--- src/rtl/sp_ram_fifo_ctrl_pkg.sv ---
// Shared definitions for the single-port-RAM FIFO controller: default sizes,
// the per-cycle RAM access kind, and the wrap-around pointer step.
package sp_ram_fifo_ctrl_pkg;

  localparam int          DW_DEF    = 4;
  localparam int          AW_DEF    = 7;
  localparam int unsigned DEPTH_DEF = 128;
  localparam int          CW_DEF    = 8;

  // The single RAM port does at most one of these per cycle.
  typedef enum logic [1:0] {
    ACC_IDLE  = 2'd0,
    ACC_READ  = 2'd1,
    ACC_WRITE = 2'd2
  } ram_acc_e;

  // Next pointer value, wrapping depth-1 -> 0 so DEPTH need not be a power of two.
  function automatic int unsigned ptr_next(input int unsigned ptr, input int unsigned depth);
    return (ptr == depth - 1) ? 0 : ptr + 1;
  endfunction

endpackage

--- src/rtl/sp_fifo_ptr.sv ---
// Wrap-around RAM pointer with synchronous active-low reset, synchronous clear
// and increment enable. Reset and clear both return the pointer to 0.
module sp_fifo_ptr
  import sp_ram_fifo_ctrl_pkg::*;
#(
  parameter int          AW    = AW_DEF,
  parameter int unsigned DEPTH = DEPTH_DEF
) (
  input  logic          clk,
  input  logic          rst,
  input  logic          clr,
  input  logic          inc,
  output logic [AW-1:0] ptr
);

  // Pointer register: clear beats increment so a flush always lands on 0.
  always_ff @(posedge clk) begin
    // NOTE: state registers use non-blocking assignment so every flop samples
    // pre-edge values regardless of block evaluation order.
    if (!rst || clr) begin
      ptr <= '0;
    end else if (inc) begin
      ptr <= AW'(ptr_next(32'(ptr), DEPTH));
    end
  end

endmodule

--- src/rtl/sp_ram_fifo_ctrl.sv ---
// FIFO controller in front of a single-port RAM. Each cycle the RAM port does
// one read (refilling the output register) or one write (accepting an input
// word); reads win. The RAM itself lives beside this block, one level up.
module sp_ram_fifo_ctrl
  import sp_ram_fifo_ctrl_pkg::*;
#(
  parameter int          DW    = DW_DEF,
  parameter int          AW    = AW_DEF,
  parameter int unsigned DEPTH = DEPTH_DEF,
  parameter int          CW    = CW_DEF
) (
  input  logic          clk,
  input  logic          rst,
  input  logic          flush,
  input  logic          in_valid,
  input  logic [DW-1:0] in_data,
  output logic          in_ready,
  output logic          out_valid,
  output logic [DW-1:0] out_data,
  input  logic          out_ready,
  output logic [CW-1:0] count,
  output logic          full,
  output logic          empty,
  output logic          ram_enb,
  output logic [AW-1:0] ram_addr,
  output logic [DW-1:0] ram_w_data,
  input  logic [DW-1:0] ram_r_data
);

  logic [AW-1:0] wr_ptr;
  logic [AW-1:0] rd_ptr;
  logic [CW-1:0] ram_cnt;
  logic          read_req;
  logic          wr_go;
  ram_acc_e      acc;

  // Refill the output register whenever it is empty or being drained this cycle.
  assign read_req = (ram_cnt != '0) && (!out_valid || out_ready);
  // Writes only get the port when no read is pending and the block is not being cleared.
  assign in_ready = (ram_cnt < CW'(DEPTH)) && !read_req && rst && !flush;
  assign wr_go    = in_valid && in_ready;

  // Classify this cycle's RAM access; reset/flush suppress any state change.
  always_comb begin
    // NOTE: default assignment first so no path through the block infers a latch.
    acc = ACC_IDLE;
    if (rst && !flush) begin
      if (read_req)   acc = ACC_READ;
      else if (wr_go) acc = ACC_WRITE;
    end
  end

  assign ram_enb    = wr_go;
  assign ram_addr   = wr_go ? wr_ptr : rd_ptr;
  assign ram_w_data = in_data;

  sp_fifo_ptr #(.AW(AW), .DEPTH(DEPTH)) u_wr_ptr (
    .clk (clk),
    .rst (rst),
    .clr (flush),
    .inc (acc == ACC_WRITE),
    .ptr (wr_ptr)
  );

  sp_fifo_ptr #(.AW(AW), .DEPTH(DEPTH)) u_rd_ptr (
    .clk (clk),
    .rst (rst),
    .clr (flush),
    .inc (acc == ACC_READ),
    .ptr (rd_ptr)
  );

  // RAM occupancy: +1 per write, -1 per read; never both in one cycle.
  always_ff @(posedge clk) begin
    if (!rst || flush) begin
      ram_cnt <= '0;
    end else begin
      unique case (acc)
        ACC_READ:  ram_cnt <= ram_cnt - CW'(1);
        ACC_WRITE: ram_cnt <= ram_cnt + CW'(1);
        default:   ram_cnt <= ram_cnt;
      endcase
    end
  end

  // Output register: capture the combinational RAM read, or drop valid once consumed.
  always_ff @(posedge clk) begin
    // NOTE: only the control state is cleared here; RAM contents are left as-is
    // because pointers and counts already mark every stale word as unused.
    if (!rst || flush) begin
      out_valid <= 1'b0;
      out_data  <= '0;
    end else if (acc == ACC_READ) begin
      out_valid <= 1'b1;
      out_data  <= ram_r_data;
    end else if (out_valid && out_ready) begin
      out_valid <= 1'b0;
    end
  end

  assign count = ram_cnt + CW'(out_valid);
  assign full  = (ram_cnt == CW'(DEPTH));
  assign empty = (count == '0);

endmodule
--- config.mk ---
export PLATFORM = sky130hd
export DESIGN_NAME = sp_ram_fifo_ctrl
export DESIGN_NICKNAME = d
export VERILOG_FILES = /design/src/rtl/sp_ram_fifo_ctrl_pkg.sv /design/src/rtl/sp_fifo_ptr.sv /design/src/rtl/sp_ram_fifo_ctrl.sv
export SDC_FILE = /design/constraint.sdc
export NUM_CORES = 1
export LEC_CHECK = 0
export CAP_MARGIN = 20
export CORE_MARGIN = 2
export CORE_UTILIZATION = 45
export DETAILED_ROUTE_END_ITERATION = 12
export PLACE_DENSITY_LB_ADDON = 0.1
export SETUP_SLACK_MARGIN = 0.1
export SLEW_MARGIN = 20
export SYNTH_ARGS = -nofsm -noshare
export SYNTH_HDL_FRONTEND = slang
export SYNTH_HIERARCHICAL = 1
export SYNTH_SLANG_ARGS = --single-unit
--- constraint.sdc ---
create_clock -name clk -period 8.51 [get_ports clk]
set_clock_uncertainty 0.1 [all_clocks]
set_input_delay 2.553 -clock clk [delete_from_list [all_inputs] [get_ports clk]]
set_output_delay 2.553 -clock clk [all_outputs]
set_load 0.03 [all_outputs]
==> results of run 1 <==
[how the worst min path moves through the flow]
stage / startpoint / end / slack (ps) / cells after the start
detailed placement: out_data[0] / out_data[0] / 350 / 2
global placement: out_data[1] / out_data[1] / 340 / 2
floorplan: u_wr_ptr/ptr[6] / u_wr_ptr/ptr[6] / 380 / 2
global route: out_data[1] / out_data[1] / 390 / 2
finish: out_data[0] / out_data[0] / 360 / 2
CTS: out_data[0] / out_data[0] / 360 / 2
[synthesized netlist by cell type, types with 2 or more instances]
library cell	number
a211oi_1	2
a21o_1	3
a21oi_1	16
a311oi_1	2
a31oi_1	3
a41oi_1	2
buf_4	4
clkbuf_1	4
dfxtp_1	27
ha_1	10
inv_1	6
mux2_2	7
mux2i_1	4
nand2_1	22
nand2b_1	8
nand3_1	6
nand4_1	4
nand4_2	2
nor2_1	14
nor2b_1	5
nor4_1	2
o211ai_1	5
o21ai_0	11
or3_1	4
xnor2_1	5
xor2_1	12
[critical path: stages]
cell and delay, ps:
clkdlybuf4s50_1 410, nor2b_1 150, nor2_1 110, nor4b_4 750, mux2_2 420, clkdlybuf4s50_1 600
[power breakdown]
part	switching (W)	internal, W
sequential	0.0000224	0.000139
clock	0.0000423	0.0000332
combinational	0.000148	0.000111
[through the flow]
step                      hold WS, ps  cell area [µm²]  instances  setup WS (ps)
after global routing              395             2140        280            698
after detailed placement          348             2090        276            862
after floorplan                   381             1750        203           1970
after global placement            343             2090        276            946
after CTS                         363             2140        280            845
final                             361             2140        280            859
[flip-flops by register name (all words and copies together), names as in the netlist]
name,flops
out_valid,1
ram_cnt,8
u_rd_ptr/ptr,7
u_wr_ptr/ptr,7
out_data,4
[cell type report]
cell class                      count  area, µm²  area share
Timing Repair Buffer               33        328       0.153
Clock buffer                        3       41.3      0.0193
Tap cell                           48       60.1      0.0280
Multi-Input combinational cell    162       1140       0.533
Sequential cell                    27        541       0.252
Inverter                            6       22.5      0.0105
Clock inverter                      1       7.51     0.00350
[cells by family after synthesis]
group                    Yosys count
AO/OA/AOI/OAI                     48
AND/OR/NAND/NOR                   75
adder cells (fa/ha/maj)           11
XOR/XNOR                          17
flip-flops                        27
buffers and inverters             14
multiplexers                      11
[layer usage]
metal / vias up / track usage
met3: 6 / 0.0273
met5: - / 0
met4: 0 / 0.0536
li1: 791 / -
met2: 27 / 0.378
met1: 734 / 0.252
==> out/qor.yml, run 1 <==
status: "finished, final reports clean"
htree_num_levels: 1
required_ps: 5860
startpoint: "out_ready"
met3WireLength_um: 120
numCtsBuffers: 3
final_core_util: 0.581
synth_edf_count: 0
hp-class: "reg -> reg"
rsz0062_at_grt: "no"
clkLatencyLatePin_ps: 270
io_pins: 41
rows: 22
ant_nets: 0
path_class: "in -> out"
end_kind: "primary output"
grt_usage: 0.206
synth_area_um2: 1750
synth_xor_area_frac: 0.0851
grt_pass1_vias: 1571
chipWidth_um: 66.4
synth-compound-area-share: 0.171
dr.first_iter.drc_count: 160
r2r-end: "ram_cnt[7]"
synthTopCellsByArea: "dfxtp_1, ha_1, xor2_1"
die-height_um: 66.4
postCtsSetupRepairBufs: 0
wl_per_cell_um: 14.7
fin_crit_ps: 7650
syn_inst: 203
tightest_slew_ps: 815
cp_max_fo: 16
synth_seq_area_share: 0.309
via_per_inst: 5.56
timing.fmax_mhz: 131
p_leak_nw: 0.833
cts_tree: "built"
layout_common_cells: "clkdlybuf4s50_1, dfxtp_1, nand2_1"
powerDensity_nw_per_um2: 232
relSlewSlack: 0.454
layout_commonest_cell: "clkdlybuf4s50_1"
synth-simple-area-share: 0.246
drc: 0
overflow: 0
synth-adder-area-share: 0.0829
wl_met1_um: 1810
place.gp.congestion: 0.818
wl_um: 4130
wl_met2_um: 2160
worstPathArrival_ps: 5000
synth_top_cell_area_share: 0.309
max-cap-violations: 0
dr.pass1.iters: 4
routed.top_layer: "met4"
core_area_um2: 3690
synthesis.nets: 227
postSynthAreaPerCell_um2: 8.62
cp-endpoint: "ram_addr[1]"
fin_nets: 257
yosysTopAreaCell: "dfxtp_1"
setup_viol: 0
synth_cell_type_count: 39
p_total_w: 0.000496
dp_hpwl_um: 3160
setup_tns_ps: 0
diodes: 0
worst-r2r-setup-slack_ps: 4560
cts_resized: 0
ys_seq_elements: 27
portBuffers: 32
cts_buffer_depth: 2
grt_max_degree: 17
grt_pass1_wl_um: 7160
syn_to_final_growth_pct: 22.4
synthFlopType: "dfxtp_1"
start_util: 0.475
yosys_warnings: 6
design.die.area_um2: 4400
drive_above_1_share: 0.0776
path_clk_slew_ps: 100
vdd_drop_max_v: 0.000136
period_share: 0.899
cts_num_sinks: 27
ctsHoldBuffers: 0
antenna_found_initial: 0
synth_top_family_by_area: "simple AND/OR/NAND/NOR gates"
synthArstFlopShare: 0
timing.final.max_slew_violations: 0
hold_viol_final: 0
r2r_start: "ram_cnt[3]"
startpoint_type: "input port"
muxShareOfSynthArea: 0.0679
vias: 1558
fill_cells: 345
clockRootBuffer: "clkbuf_8"
worstRegToRegCells: 11
Power figures use the tool's default switching activity.
==> inputs of run 2 (changes only) <==
--- a/config.mk
+++ b/config.mk
@@ -11,6 +11,7 @@
 export DETAILED_ROUTE_END_ITERATION = 12
 export PLACE_DENSITY_LB_ADDON = 0.1
 export SETUP_SLACK_MARGIN = 0.1
+export SKIP_LAST_GASP = 1
 export SLEW_MARGIN = 20
 export SYNTH_ARGS = -nofsm -noshare
 export SYNTH_HDL_FRONTEND = slang
==> results of run 2 <==
Same layout as run 1: the final DEF is identical, and so are final timing and power.
